==> src/rtl/uart_pkg.sv <==
// Shared UART definitions: FSM state encoding, parity-mode constants and a parity helper.
// Used by both the tx and rx paths.
package uart_pkg;

  typedef enum logic [2:0] {
    ST_IDLE   = 3'd0,
    ST_START  = 3'd1,
    ST_DATA   = 3'd2,
    ST_PARITY = 3'd3,
    ST_STOP   = 3'd4
  } uart_state_t;

  localparam logic PAR_EVEN = 1'b0;
  localparam logic PAR_ODD  = 1'b1;

  localparam int MAX_DATA_BITS = 9;

  // Zero-extended words keep the same XOR, so one width serves every DATA_BITS.
  function automatic logic parity_of(input logic [MAX_DATA_BITS-1:0] word,
                                     input logic                     mode);
    return (^word) ^ mode;
  endfunction

endpackage

==> src/rtl/uart_baud_gen.sv <==
// Bit-period timer: counts 0..CLKS_PER_BIT-1 and flags the terminal count.
// Held at zero while clear is high, so the first period after clear is full length.
module uart_baud_gen #(
  parameter int CLKS_PER_BIT = 5208
) (
  input  logic clk,
  input  logic rst_n,
  input  logic clear,
  output logic tick
);

  localparam int CW = (CLKS_PER_BIT > 1) ? $clog2(CLKS_PER_BIT) : 1;
  localparam logic [CW-1:0] TERMINAL = CW'(CLKS_PER_BIT - 1);

  logic [CW-1:0] cnt;

  // NOTE: sequential state uses <= so every flop samples pre-edge values.
  always_ff @(posedge clk) begin
    if (!rst_n || clear) begin
      cnt <= '0;
    end else if (tick) begin
      cnt <= '0;
    end else begin
      cnt <= cnt + 1'b1;
    end
  end

  assign tick = (cnt == TERMINAL);

endmodule

==> src/rtl/uart_tx_param.sv <==
// Parametrised UART transmitter: start, DATA_BITS LSB-first, optional parity, 1-2 stops.
// Valid/ready input handshake; tx_bit is driven straight from a flop.
module uart_tx_param
  import uart_pkg::*;
#(
  parameter int DATA_BITS    = 8,
  parameter int CLKS_PER_BIT = 5208,
  parameter int PARITY_EN    = 0,
  parameter int PARITY_ODD   = 0,
  parameter int STOP_BITS    = 1
) (
  input  logic                 clk,
  input  logic                 tx_rst_n,
  input  logic                 tx_en,
  input  logic [DATA_BITS-1:0] data_in,
  input  logic                 data_valid,
  output logic                 ready,
  output logic                 busy,
  output logic                 done,
  output logic                 tx_bit
);

  localparam int IW = (DATA_BITS > 1) ? $clog2(DATA_BITS) : 1;
  localparam logic [IW-1:0] LAST_DATA = IW'(DATA_BITS - 1);
  localparam logic [IW-1:0] LAST_STOP = IW'(STOP_BITS - 1);
  localparam logic          PAR_MODE  = (PARITY_ODD != 0) ? PAR_ODD : PAR_EVEN;

  uart_state_t          state, state_next;
  logic [DATA_BITS-1:0] shift, shift_next;
  logic                 par_bit, par_next;
  logic [IW-1:0]        bit_idx, idx_next;
  logic                 tx_next, done_next;
  logic                 tick, accept;

  assign ready  = (state == ST_IDLE) && tx_en;
  assign busy   = (state != ST_IDLE);
  assign accept = ready && data_valid;

  uart_baud_gen #(
    .CLKS_PER_BIT(CLKS_PER_BIT)
  ) u_baud (
    .clk  (clk),
    .rst_n(tx_rst_n),
    .clear(state == ST_IDLE),
    .tick (tick)
  );

  // NOTE: every output of this block gets a default first, so no latch is inferred.
  always_comb begin
    state_next = state;
    shift_next = shift;
    par_next   = par_bit;
    idx_next   = bit_idx;
    tx_next    = tx_bit;
    done_next  = 1'b0;
    unique case (state)
      ST_IDLE: begin
        if (accept) begin
          state_next = ST_START;
          shift_next = data_in;
          par_next   = parity_of(MAX_DATA_BITS'(data_in), PAR_MODE);
          idx_next   = '0;
          tx_next    = 1'b0;
        end
      end
      ST_START: begin
        if (tick) begin
          state_next = ST_DATA;
          tx_next    = shift[0];
        end
      end
      ST_DATA: begin
        if (tick) begin
          if (bit_idx == LAST_DATA) begin
            idx_next = '0;
            if (PARITY_EN != 0) begin
              state_next = ST_PARITY;
              tx_next    = par_bit;
            end else begin
              state_next = ST_STOP;
              tx_next    = 1'b1;
            end
          end else begin
            idx_next   = bit_idx + 1'b1;
            shift_next = shift >> 1;
            tx_next    = shift_next[0];
          end
        end
      end
      ST_PARITY: begin
        if (tick) begin
          state_next = ST_STOP;
          idx_next   = '0;
          tx_next    = 1'b1;
        end
      end
      ST_STOP: begin
        if (tick) begin
          if (bit_idx == LAST_STOP) begin
            state_next = ST_IDLE;
            done_next  = 1'b1;
          end else begin
            idx_next = bit_idx + 1'b1;
          end
          tx_next = 1'b1;
        end
      end
      default: begin
        state_next = ST_IDLE;
        tx_next    = 1'b1;
      end
    endcase
  end

  // Reset returns the line to idle-high at once and suppresses any pending done.
  always_ff @(posedge clk) begin
    if (!tx_rst_n) begin
      state   <= ST_IDLE;
      shift   <= '0;
      par_bit <= 1'b0;
      bit_idx <= '0;
      tx_bit  <= 1'b1;
      done    <= 1'b0;
    end else begin
      state   <= state_next;
      shift   <= shift_next;
      par_bit <= par_next;
      bit_idx <= idx_next;
      tx_bit  <= tx_next;
      done    <= done_next;
    end
  end

endmodule
==> config.mk <==
export PLATFORM = sky130hd
export DESIGN_NAME = uart_tx_param
export DESIGN_NICKNAME = d
export VERILOG_FILES = /design/src/rtl/uart_pkg.sv /design/src/rtl/uart_baud_gen.sv /design/src/rtl/uart_tx_param.sv
export SDC_FILE = /design/constraint.sdc
export NUM_CORES = 1
export LEC_CHECK = 0
export ABC_AREA = 1
export ABC_CLOCK_PERIOD_IN_PS = 4440
export CORE_AREA = 5 5 60 62
export CTS_CLUSTER_DIAMETER = 100
export DETAILED_ROUTE_END_ITERATION = 6
export DIE_AREA = 0 0 65 67
export GPL_ROUTABILITY_DRIVEN = 0
export GPL_TIMING_DRIVEN = 0
export PLACE_DENSITY = 0.76
export SYNTH_ARGS = -nofsm -noshare
export SYNTH_HDL_FRONTEND = slang
export SYNTH_HIERARCHICAL = 1
export SYNTH_SLANG_ARGS = --single-unit
==> constraint.sdc <==
create_clock -name clk -period 4.44 [get_ports clk]
set_clock_uncertainty 0.05 [all_clocks]
set_input_delay 0.888 -clock clk [delete_from_list [all_inputs] [get_ports clk]]
set_output_delay 0.888 -clock clk [all_outputs]
set_load 0.03 [all_outputs]
Word-level counts from Yosys, hierarchy flattened --
Cells that the tools add are included.
Word-level totals: register bits after elaboration 29, bits in latches 0, bits in writable memories 0, memory bits (read-only) 0, input bits 12, output and inout port bits 4, logic and storage cells 66, memories 0
Cells by class: add/subtract/negate cells 2, multipliers 0, divide/modulo/power cells 0, $lt $le $gt $ge 0, equal/unequal tests 16, shift operators 0, multiplexer cells 26, bitwise logic cells 0, reduce and logical (&&, ||, !) cells 16
Operator list (number):
- $mux 3 | 13
- $mux 8 | 3
- $ne 2x2->1 const B | 9
- $pmux 8 s2 | 1
- $pmux 3 s5 | 1
- $add 13x1->13 const B | 1
- $eq 13x13->1 const B | 1
- $pmux 3 s4 | 1
- $reduce_and 4->1 | 2
- $reduce_and 7->1 | 1
- $eq 3x2->1 const B | 2
- $eq 3x3->1 const B | 2
- $logic_not 3->1 | 2
- $mux 1 | 6
- $reduce_and 6->1 | 1
- $pmux 1 s4 | 1
- $reduce_bool 4->1 | 1
- $reduce_or 2->1 | 2
- $add 3x1->3 const B | 1
- $eq 3x1->1 const B | 1
- $reduce_and 3->1 | 1
- $reduce_bool 3->1 | 1
- $logic_and 1x1->1 | 2
- $ne 2x1->1 const B | 1
- 3 further kinds | 3

Longest topological paths before layout --
depth in word-level cells 5, mapped depth 13

Modules after synthesis --
Netlist, hierarchy kept.
Modules (own cells, without submodules):
- uart_tx_param | times used 1, cells an instance 171, area each 1029.7 um^2, sequential area each 320.3 um^2
- uart_baud_gen | times used 1, cells an instance 97, area each 663.1 um^2, sequential area each 260.2 um^2

Worst setup path after synthesis --
OpenSTA, ideal clock, no wires.
path kind in2out, from input tx_en, to output ready, arrival 1.325 ns, required time 3.502 ns, setup slack 2.177 ns, cell stages on the path 2, buffers on the path 0, path through inv_1 > nor2_1
On the way: word-level cells in the longest chain between the ends 1
RTL lines:
- from (decl) | line uart_tx_param.sv:14 | input logic tx_en,
- $logic_and 1x1->1 | line uart_tx_param.sv:35 | assign ready = (state == ST_IDLE) && tx_en;
- to (decl) | line uart_tx_param.sv:17 | output logic ready,
No other way between the ends.

Final worst setup path --
Same ends and word-level chain as after synthesis.

==> results.yml <==
run:
  max_cap_viol_count: 0
timing:
  fmax_mhz: 322
  slew_violations: 0
  setup_viol: 0
  setup_tns_ns: 0
  period_needed_ns: 3.10
  finalCritPeriodShare_pct: 69.9
  timing.slew.headroom_pct: 71.7
  grt_setup_unrepaired: "false"
  worst_pin_slew_ns: 0.424
  hold_violations: 0
detailed_routing:
  post-route-drc-count: 0
  antenna_left: 0
  wl_um: 3280
  wl_per_cell_um: 10.1
  first_pass_iters: 4
  vias: 1569
  dr.first_iter.drc_count: 150
  viasPerCell: 4.84
global_route:
  grt.total_usage_pct: 17.2
  grt_max_degree: 11
  antenna_found_initial: 0
  grt_overflow: 0
  grt_pass1_wl_um: 5800
  grt_pass1_vias: 1364
clock_network:
  clk_latency_ns: 0.33
  cts_sinks: 29
  clockRootBuffer: "clkbuf_4"
  cts_setup_buffers: 0
  cts_hold_buf: 0
  cts_max_level: 2
  cts_tree: "yes"
  clkTransAtPathRegs_ns: 0.09
  cts_buffers: 5
  cts_resized: 0
  cts_buffer_depth: 2
worst_setup_path:
  cp.arrival_ns: 2.16
  critical_path_class: "input pin to output pin"
  crit_path_end_kind: "output pin"
  cp_data_required_time_ns: 3.50
  reg2reg_depth: 13
  worst_r2r_endpoint: "shift[6]"
  r2r_slack_ns: 2.42
  reg2reg_from: "u_baud/cnt[0]"
  path_max_fanout: 2
  startpoint_type: "input pin"
logic_synthesis:
  synth_nets: 284
  synth-edff-count: 0
  synthCells: 268
  synthArstFlopShare_pct: 0
  ys_dominant_reg_cell: "dfxtp_1"
  seq_area_frac_synth_pct: 34.3
  synth.largest_area_cell: "dfxtp_1"
  synth_area_sq_um: 1690
  ys_ff_latch: 29
  synth_area_leaders: "dfxtp_1 34%, nand2_1 21%, nor2_1 10%"
  synth_top_area_share_pct: 34.3
  yosys_warnings: 6
  yosysUniqueCellTypes: 23
  syn_avg_cell_area_sq_um: 6.32
place:
  hpwl_um: 2420
  port_buffers: 15
floorplanning:
  die_w_um: 65
  core_sq_um: 2980
  initial_utilization_pct: 56.8
  die-area_sq_um: 4360
  num_rows: 20
  ios: 16
  dieHeight_um: 67
min_path:
  hold_end: "u_baud/cnt[0]"
  hp-class: "flip-flop to flip-flop"
  holdCritStartpoint: "u_baud/cnt[0]"
  holdPathStages: 1
outcome:
  status: "finished clean"
final_layout:
  area_delta_synth_final_pct: 15.4
  final_nets: 306
  n_antenna_cell: 0
  drive_gt1_share_pct: 9.28
  utilization_pct: 65.6
power_and_ir_drop:
  irDropWorstVdd_v: 0.000302
  cellLeakagePower_nw: 0.904
  powerDensity_nw_per_um2: 530
==> area by class of cell <==
cell class / instances / area [sq um]
fillers: 278 / 1020
multi-input cells: 198 / 928
flip-flops and latches: 29 / 581
repair buffers: 15 / 150
inverters: 36 / 135
clock buffers: 7 / 65.1
plain buffers: 5 / 48.8
well taps: 33 / 41.3
clock inverters: 1 / 5.00
==> layer usage <==
metal  GRT usage [%]  routed length [um]  vias up
met4            6.86                  50        0
li1                -                   -      866
met1            21.8                1730      672
met5               0                   0        -
met3            5.56                 135        7
met2            26.8                1370       24
==> synth_stat cells (2+ instances only) <==
| library cell | number |
|---|---|
| nand2_2 | 4 |
| xnor2_1 | 2 |
| nand4_1 | 3 |
| nor2_1 | 46 |
| dfxtp_1 | 29 |
| ha_1 | 4 |
| xor2_1 | 3 |
| inv_1 | 35 |
| nor2_4 | 4 |
| nand3_1 | 18 |
| o21ai_0 | 3 |
| nor2_2 | 3 |
| buf_6 | 3 |
| a21oi_1 | 7 |
| nand2_1 | 96 |
==> layout by cell type, fill, tap and decap left out <==
cell and instances:
xnor2_1 2, o22ai_1 1, nor2_1 46, buf_4 1
ha_1 4, nor2_2 3, clkbuf_4 6, dfxtp_1 29
clkdlybuf4s50_1 15, clkinv_2 1, nand3_1 18, nand3_4 1
nand4_1 3, xor2_1 3, o21ai_0 3, nand2_2 4
nand2_1 96, nor4_1 1, o21a_1 1, buf_6 3
nor2_4 4, a21oi_4 1, clkbuf_8 2, inv_1 35
a21oi_1 7, inv_2 1
==> where the power goes <==
part,internal [W],switching (W)
combinational,0.000187,0.000318
clock,0.0000916,0.0000944
sequential,0.000313,0.0000325
total,0.000591,0.000445
==> cell families (layout without fill, tap and decap cells) <==
family                     after synthesis  in the layout  synth area share (%)
and+or+nand+nor                        176            176                  44.6
buffers and inverters                   41             64                  10.9
DFF                                     29             29                  34.3
AOI/OAI and AO/OA                       13             13                  4.73
xor gates and xnor gates                 5              5                  2.59
adders and majority gates                4              4                  2.96
==> registers in the layout, summed over array words and instances (netlist names) <==
name and flops:
bit_idx 3, done 1, shift 8, state 3, tx_bit 1, u_baud/cnt 13
==> worst max-delay path: stages <==
cell and delay (ns):
clkdlybuf4s50_1 0.47, inv_1 0.04, nor2_1 0.09, clkdlybuf4s50_1 0.67
==> per-stage QoR <==
stage | hold slack, ns | total power (W) | instance area (sq um) | setup WS, ns | cells
6_report | 0.426 | 0.00104 | 1950 | 1.34 | 324
5_1_grt | 0.460 | 0.00115 | 1950 | 1.22 | 324
4_1_cts | 0.432 | 0.00104 | 1950 | 1.32 | 324
3_5_place_dp | 0.410 | 0.000854 | 1880 | 1.32 | 316
3_3_place_gp | 0.397 | 0.000848 | 1880 | 1.33 | 316
2_1_floorplan | 0.380 | 0.000743 | 1690 | 2.18 | 268
==> how the worst max path moves through the flow <==
| stage | start | to | slack (ns) | depth (start not counted) |
|---|---|---|---|---|
| after floorplan | tx_en | ready | 2.18 | 2 |
| after global placement | tx_en | ready | 1.33 | 4 |
| after detailed placement | tx_en | ready | 1.32 | 4 |
| after CTS | tx_en | ready | 1.32 | 4 |
| after global routing | tx_en | ready | 1.22 | 4 |
| final | tx_en | ready | 1.34 | 4 |
(Power assumes the default switching activity.)
